## config.mk

```make
export PLATFORM = sky130hd
export DESIGN_NAME = updown_sweep_ctrl
export DESIGN_NICKNAME = d
export VERILOG_FILES = /design/src/rtl/updown_sweep_ctrl.sv
export SDC_FILE = /design/constraint.sdc
export NUM_CORES = 1
export LEC_CHECK = 0
export BUFFER_PORTS_ARGS = -buffer_cell sky130_fd_sc_hd__buf_2
export CAP_MARGIN = 20
export CELL_PAD_IN_SITES_DETAIL_PLACEMENT = 0
export CELL_PAD_IN_SITES_GLOBAL_PLACEMENT = 1
export CORE_MARGIN = 1
export CORE_UTILIZATION = 45
export DETAILED_ROUTE_END_ITERATION = 16
export GPL_ROUTABILITY_DRIVEN = 1
export PLACE_DENSITY = 0.84
export SLEW_MARGIN = 10
export SYNTH_ARGS = -nofsm -noshare
export SYNTH_HDL_FRONTEND = slang
export SYNTH_SLANG_ARGS = --single-unit
export TNS_END_PERCENT = 30
```

## constraint.sdc

```tcl
create_clock -name clk -period 5.1 [get_ports clk]
set_input_delay 0.255 -clock clk [delete_from_list [all_inputs] [get_ports clk]]
set_output_delay 0.255 -clock clk [all_outputs]
set_load 0.01 [all_outputs]
```

## src/rtl/updown_sweep_ctrl.sv

```systemverilog
// updown_sweep_ctrl
// Sequencer for an N-bit up/down count. A command (start, end, passes) is
// accepted over a valid/ready handshake; the count is then stepped one unit
// per cycle from start toward end, optionally ping-ponging between the two
// endpoints for the programmed number of traversals, and completion is
// flagged with a one-cycle pulse.
//
// Ports:
//   clk        rising-edge clock
//   reset      asynchronous active-high reset, clears all state
//   cmd_valid  command offered
//   cmd_ready  command can be accepted (high only while idle)
//   cmd_start  first count value
//   cmd_end    first target value
//   cmd_passes endpoint-to-endpoint traversals (0 behaves as 1)
//   hold       freeze stepping while running
//   abort      terminate the running command
//   count      current count value
//   mode       current direction, 1 = up, 0 = down
//   busy       high while running
//   done       one-cycle pulse on normal completion
//   aborted    one-cycle pulse on abort
module updown_sweep_ctrl #(
  parameter int N = 4,
  parameter int P = 4
) (
  input  logic         clk,
  input  logic         reset,
  input  logic         cmd_valid,
  output logic         cmd_ready,
  input  logic [N-1:0] cmd_start,
  input  logic [N-1:0] cmd_end,
  input  logic [P-1:0] cmd_passes,
  input  logic         hold,
  input  logic         abort,
  output logic [N-1:0] count,
  output logic         mode,
  output logic         busy,
  output logic         done,
  output logic         aborted
);

  typedef enum logic {
    IDLE = 1'b0,
    RUN  = 1'b1
  } state_t;

  localparam logic [N-1:0] CNT_ONE  = N'(1);
  localparam logic [P-1:0] PASS_ONE = P'(1);

  state_t       state_reg;
  logic [N-1:0] count_reg;
  logic [N-1:0] tgt_reg;
  logic [N-1:0] oth_reg;
  logic [P-1:0] rem_reg;
  logic         dir_reg;
  logic         ready_reg;
  logic         busy_reg;
  logic         done_reg;
  logic         aborted_reg;

  logic at_tgt;
  logic last_pass;

  assign at_tgt    = (count_reg == tgt_reg);
  // A degenerate sweep (both endpoints equal) finishes on its first
  // endpoint hit no matter how many passes were requested.
  assign last_pass = (rem_reg == PASS_ONE) || (tgt_reg == oth_reg);

  always_ff @(posedge clk or posedge reset) begin
    if (reset) begin
      state_reg   <= IDLE;
      count_reg   <= '0;
      tgt_reg     <= '0;
      oth_reg     <= '0;
      rem_reg     <= '0;
      dir_reg     <= 1'b1;
      ready_reg   <= 1'b1;
      busy_reg    <= 1'b0;
      done_reg    <= 1'b0;
      aborted_reg <= 1'b0;
    end else begin
      done_reg    <= 1'b0;
      aborted_reg <= 1'b0;
      case (state_reg)
        IDLE: begin
          if (cmd_valid) begin
            count_reg <= cmd_start;
            tgt_reg   <= cmd_end;
            oth_reg   <= cmd_start;
            dir_reg   <= (cmd_end >= cmd_start);
            rem_reg   <= (cmd_passes == '0) ? PASS_ONE : cmd_passes;
            state_reg <= RUN;
            ready_reg <= 1'b0;
            busy_reg  <= 1'b1;
          end
        end
        RUN: begin
          if (abort) begin
            state_reg   <= IDLE;
            ready_reg   <= 1'b1;
            busy_reg    <= 1'b0;
            aborted_reg <= 1'b1;
          end else if (hold) begin
            // everything frozen
          end else if (at_tgt && last_pass) begin
            state_reg <= IDLE;
            ready_reg <= 1'b1;
            busy_reg  <= 1'b0;
            done_reg  <= 1'b1;
          end else if (at_tgt) begin
            // Reverse and take the first step of the next pass in the same
            // edge, so the endpoint is shown for exactly one cycle.
            rem_reg   <= rem_reg - PASS_ONE;
            tgt_reg   <= oth_reg;
            oth_reg   <= tgt_reg;
            dir_reg   <= ~dir_reg;
            count_reg <= dir_reg ? (count_reg - CNT_ONE) : (count_reg + CNT_ONE);
          end else begin
            count_reg <= dir_reg ? (count_reg + CNT_ONE) : (count_reg - CNT_ONE);
          end
        end
        default: state_reg <= IDLE;
      endcase
    end
  end

  assign cmd_ready = ready_reg;
  assign busy      = busy_reg;
  assign count     = count_reg;
  assign mode      = dir_reg;
  assign done      = done_reg;
  assign aborted   = aborted_reg;

endmodule
```

==> results of run 1 <==
## power by group through the flow
| stage | combinational, mW | clock (mW) | sequential [mW] |
|---|---|---|---|
| floorplan | 0.233 | 0 | 0.307 |
| global placement | 0.295 | 0 | 0.315 |
| detailed placement | 0.303 | 0 | 0.319 |
| CTS | 0.305 | 0.0996 | 0.315 |
| global route | 0.341 | 0.108 | 0.326 |
| finish | 0.301 | 0.0954 | 0.316 |
## stage by stage
step           power (mW)  hold slack, ps  utilization
2_1_floorplan       0.540             243            -
4_1_cts             0.719             111        0.535
3_3_place_gp        0.610             446        0.523
6_report            0.711             107        0.535
3_5_place_dp        0.622             451        0.523
5_1_grt             0.776             106        0.535
## area by class of cell
cell class                      instances  area (sq um)
Fill cell                             300          1410
Timing Repair Buffer                   25           125
Sequential cell                        22           553
Tap cell                               44          55.1
Inverter                               13          48.8
Clock buffer                            4          36.3
Multi-Input combinational cell        108           801
## cells by family after synthesis
group / synth area share
compound gates: 0.201
xor+xnor: 0.0784
mux: 0.0645
flops: 0.385
fa+ha+maj: 0.0697
buf+inv: 0.0575
simple gates: 0.144
## final timing paths
| check | start | to | slack [ps] | depth (start not counted) |
|---|---|---|---|---|
| max reg2reg | count[2] | rem_reg[3] | 2470 | 6 |
| max | count[2] | rem_reg[3] | 2470 | 6 |
| min in group clk | hold | done | 120 | 2 |
| max in group asynchronous | reset | oth_reg[2] | 4460 | 2 |
| min reg2reg | cmd_ready | cmd_ready | 470 | 2 |
| min | reset | busy | 110 | 2 |
## worst max-delay path: stages (launching register included)
cell and delay, ps:
dfrtp_1 470, xor2_1 200, nor4_4 430, nand3b_1 650, nand2b_1 480, a21oi_1 130
a211oi_2 200
## cells in the mapped netlist, drive strengths merged, types with 4 or more instances
cell type  instances
dfrtp             20
o22ai             10
nor2              14
ha                 8
nor3               4
a21oi              9
mux2i              7
clkbuf             4
inv               13
xor2               9
nand2              8
## per-layer routing
layer  routed length, um  share of wire
met2                1460           0.48
met5                   0              0
met3                  71          0.024
met4                  17         0.0056
met1                1470           0.49
==> impl_metrics.yaml, run 1 <==
setup_path:
  crit_required_ps: 5330
  crit_type: "flop to flop"
  timing.critical_path.to_type: "flop"
  cp-start-kind: "flop"
  critPathMaxFanout: 19
  arrival_ps: 2860
layout:
  final_common_cell: "buf_2"
  instances_no_fill: 216
  diodes: 0
  fin_nets: 198
  layout_common_cells: "buf_2 (25), dfrtp_1 (20), nor2_1 (14), inv_1 (13), o22ai_1 (10)"
  drive_above_1_share: 0.238
  area_growth_pct: 12.7
  fin_area_sq_mm: 0.00162
pwr:
  p_int_mw: 0.422
  power_frac_seq: 0.444
  power_frac_clock: 0.134
  p_sw_frac: 0.407
  powerDensity_mw_per_mm2: 439
  vdd_drop_max_mv: 0.186
  p_switching_mw: 0.290
  p_leak_nw: 0.786
  comb_power_share: 0.422
job:
  drv_cap: 0
placement:
  place_ws_ps: 2480
  io_buffer_count: 25
  place_inst: 212
  hpwlAfterDp_um: 2230
  post_dp_cell_area_sq_mm: 0.00158
  gp_congestion: 0.802
clocking:
  cts_root_buffer: "clkbuf_4"
  cts.sinks: 22
  cts_resized: 0
  cts_tree: "built"
  cts_buffers: 3
  insertion_delay_ps: 300
  cts_setup_buffers: 0
  path_clk_slew_ps: 120
  htree_levels: 1
  ctsHoldBuffers: 0
  clk_path_buf_depth: 2
synth:
  yosysWarnings: 0
  syn-cell-area_sq_mm: 0.00144
  synth_nets: 174
  synth_area_leader_cell: "dfrtp_1"
  yosysSeqAreaShare: 0.385
  synth_top_area_share: 0.348
  synth.distinct_cells: 42
  ys.flop_type: "dfrtp_1"
  synth_edf_count: 0
  ys_ff_latch: 22
  synthCells: 149
  async_reset_ff_frac: 1.00
  syn_area_per_cell_sq_um: 9.64
  synthTopCellsByArea: "dfrtp_1 (35%), ha_1 (7.0%), xor2_1 (5.5%), mux2i_1 (4.9%), o22ai_1 (4.4%)"
global_route:
  met1_usage: 0.303
  use_met2: 0.310
  use_met3: 0.0198
  top_usage_layer: "met2"
  track_usage: 0.202
  antenna_found_initial: 0
  grt_first_pass_wirelength_um: 5230
  grt_pass1_vias: 1063
  grt-ovfl-total: 0
  grt_start_max_net_pins: 23
min_path:
  hold_path_class: "primary input to async pin"
floorplan:
  initial_core_util: 0.474
  rows: 20
  fp.dieH_um: 58.5
  core-area_sq_mm: 0.00303
  die_x_um: 58.5
  die-area_sq_mm: 0.00342
  pin_count: 26
drt:
  dr.pass1.iters: 5
  routed_via_density: 5.32
  drt_iter0_drc: 54
  via_count: 1150
  antenna_left: 0
  drc: 0
  wirelength_um: 3020
  wire_per_inst_um: 14.0
sta:
  grt_setup_unrepaired: "no"
  tightestPinTransition_ps: 867
  min_period_over_period: 0.515
  finalSetupTns_ps: 0
  hold_violations: 0
  timing.slew.headroom: 0.422
  setup_slack_ps: 2470
  slew_violations: 0
  timing.fmax_mhz: 381
  finalCriticalPeriod_ps: 2630
  skew_ps: 7.34
  finalSetupViolations: 0
outcome:
  status: "finished, final reports clean"
Power figures use the tool's default switching activity.
==> run 2: changes to the inputs <==
- CORE_UTILIZATION: 45 -> 42
- PLACE_DENSITY: 0.84 -> 0.8
- clock period: 5.1 -> 2.71 ns (I/O delays scaled with it)
==> run 2 against run 1 <==
  * The flow now finishes with violations (hold timing)
  * Count of clock-buffer cells in the layout stayed put
  * Global-route usage is 0.67 points lower
  * Non-clock buffer count increased by 3
  * Die area rose by 6.9%
  * Power grew 87%
  * Routed wire length grew 6.2%
  * Cell area up 0.93%
  * Clock power is 69% higher
  * Flip-flop and latch count unchanged
  * Clock skew grew 5.4 ps
==> impl_metrics.yaml, run 2 (synthesis gave the netlist of run 1 again) <==
setup_path:
  crit_start: "rem_reg[1]"
  crit_type: "flop to flop"
  slowest_stage: "or3b_2"
  path_cells: "inv_1, ha_1, or3b_2, o41ai_2, nand3b_1, buf_4, mux2i_1, a21oi_1"
  critPathMaxFanout: 11
  cpPeakStageDelay_ps: 460
  timing.critical_path.to_type: "flop"
  crit_required_ps: 2920
  arrival_ps: 2490
  reg2reg_from: "rem_reg[1]"
  cp-start-kind: "flop"
pwr:
  powerDensity_mw_per_mm2: 816
  p_int_mw: 0.774
  power_frac_seq: 0.442
  comb_power_share: 0.437
  p_leak_nw: 0.793
  power_frac_clock: 0.121
  vdd_drop_max_mv: 0.355
  p_sw_frac: 0.419
  p_switching_mw: 0.559
global_route:
  grt_pass1_vias: 1168
  track_usage: 0.196
  grt_first_pass_wirelength_um: 5220
  antenna_found_initial: 0
  grt-ovfl-total: 0
  grt_start_max_net_pins: 23
drt:
  routed_via_density: 5.40
  wire_per_inst_um: 14.6
  wirelength_um: 3200
  drc: 0
  drt_iter0_drc: 47
  via_count: 1182
  dr.pass1.iters: 4
  antenna_left: 0
layout:
  fin_nets: 201
  area_growth_pct: 13.8
  instances_no_fill: 219
  final_common_cell: "buf_2"
  diodes: 0
  drive_above_1_share: 0.240
  layout_common_cells: "buf_2 (25), dfrtp_1 (20), nor2_1 (14), inv_1 (13), o22ai_1 (10)"
clocking:
  cts.sinks: 22
  insertion_delay_ps: 320
  cts_resized: 0
  cts_buffers: 3
  clk_path_buf_depth: 2
  cts_root_buffer: "clkbuf_4"
  htree_levels: 1
  path_clk_slew_ps: 130
  cts_tree: "built"
sta:
  hold_ws_ps: -40.8
  timing.slew.headroom: 0.434
  tightestPinTransition_ps: 848
  finalSetupViolations: 0
  hold_violations: 20
  min_period_over_period: 0.843
  setup_slack_ps: 425
  skew_ps: 12.8
  finalSetupTns_ps: 0
  grt_setup_unrepaired: "no"
  slew_violations: 0
  timing.fmax_mhz: 438
  finalCriticalPeriod_ps: 2290
floorplan:
  core-area_sq_mm: 0.00315
  initial_core_util: 0.456
  pin_count: 26
  rows: 20
  die-area_sq_mm: 0.00366
  fp.dieH_um: 60.5
  die_x_um: 60.5
placement:
  gp_congestion: 0.790
  place_inst: 214
  place_ws_ps: 448
  hpwlAfterDp_um: 2480
  io_buffer_count: 25
outcome:
  status: "finished, violations left"
  violations: "hold timing"
job:
  drv_cap: 0
min_path:
  hold_path_class: "primary input to async pin"
-- run 2: path summary, 6_finish.rpt --
kind,endpoint,slack (ps),depth (start not counted)
hold reg to reg,cmd_ready,470,2
setup reg to reg,oth_reg[2],420,8
min in group clk,aborted,30,2
setup / recovery,oth_reg[2],420,8
max in group asynchronous,tgt_reg[0],2220,2
hold / removal,aborted,-40,2
-- run 2: cell type report --
type                    instances  area (sq um)
fillers                       319          1520
multi-input cells             108           801
flip-flops and latches         22           553
repair buffers                 28           150
well taps                      44          55.1
inverters                      13          48.8
clock buffers                   4          26.3
-- run 2: routing by layer --
| metal | global-route usage | routed length (um) | up-vias |
|---|---|---|---|
| met4 | 0.0844 | 59 | 0 |
| met3 | 0.0384 | 80 | 7 |
| met1 | 0.253 | 1520 | 574 |
| met2 | 0.319 | 1540 | 19 |
| met5 | 0 | 0 | - |
| li1 | - | - | 582 |
-- run 2: stage by stage --
step | power, mW | util | cell area [sq um] | hold slack, ps
finish | 1.33 | 0.518 | 1630 | -40.8
global route | 1.44 | 0.518 | 1630 | 25.4
CTS | 1.34 | 0.518 | 1630 | 1.17
detailed placement | 1.18 | 0.507 | 1600 | 335
global placement | 1.16 | 0.507 | 1600 | 329
floorplan | 1.02 | - | 1440 | 123
-- run 2: worst max-delay path, delay by kind of cell, from the launching register on --
family	cells	cell delay, ps
AO/OA/AOI/OAI	2	170
AND/OR/NAND/NOR	2	850
buffers and inverters	2	370
flip-flops	1	420
adder cells (fa/ha/maj)	1	140
multiplexers	1	210
-- run 2: repair_timing --
item / 4_1_cts / 5_1_grt
setup buffers: 0 / 0
endpoints found under the hold margin: 1 / 0
hold buffers: 1 / 0
-- run 2: power by group through the flow --
stage          clock [mW]  sequential [mW]  combinational, mW
5_1_grt             0.180            0.609              0.650
6_report            0.161            0.589              0.583
3_5_place_dp            0            0.595              0.588
4_1_cts             0.166            0.588              0.590
2_1_floorplan           0            0.578              0.438
3_3_place_gp            0            0.587              0.578
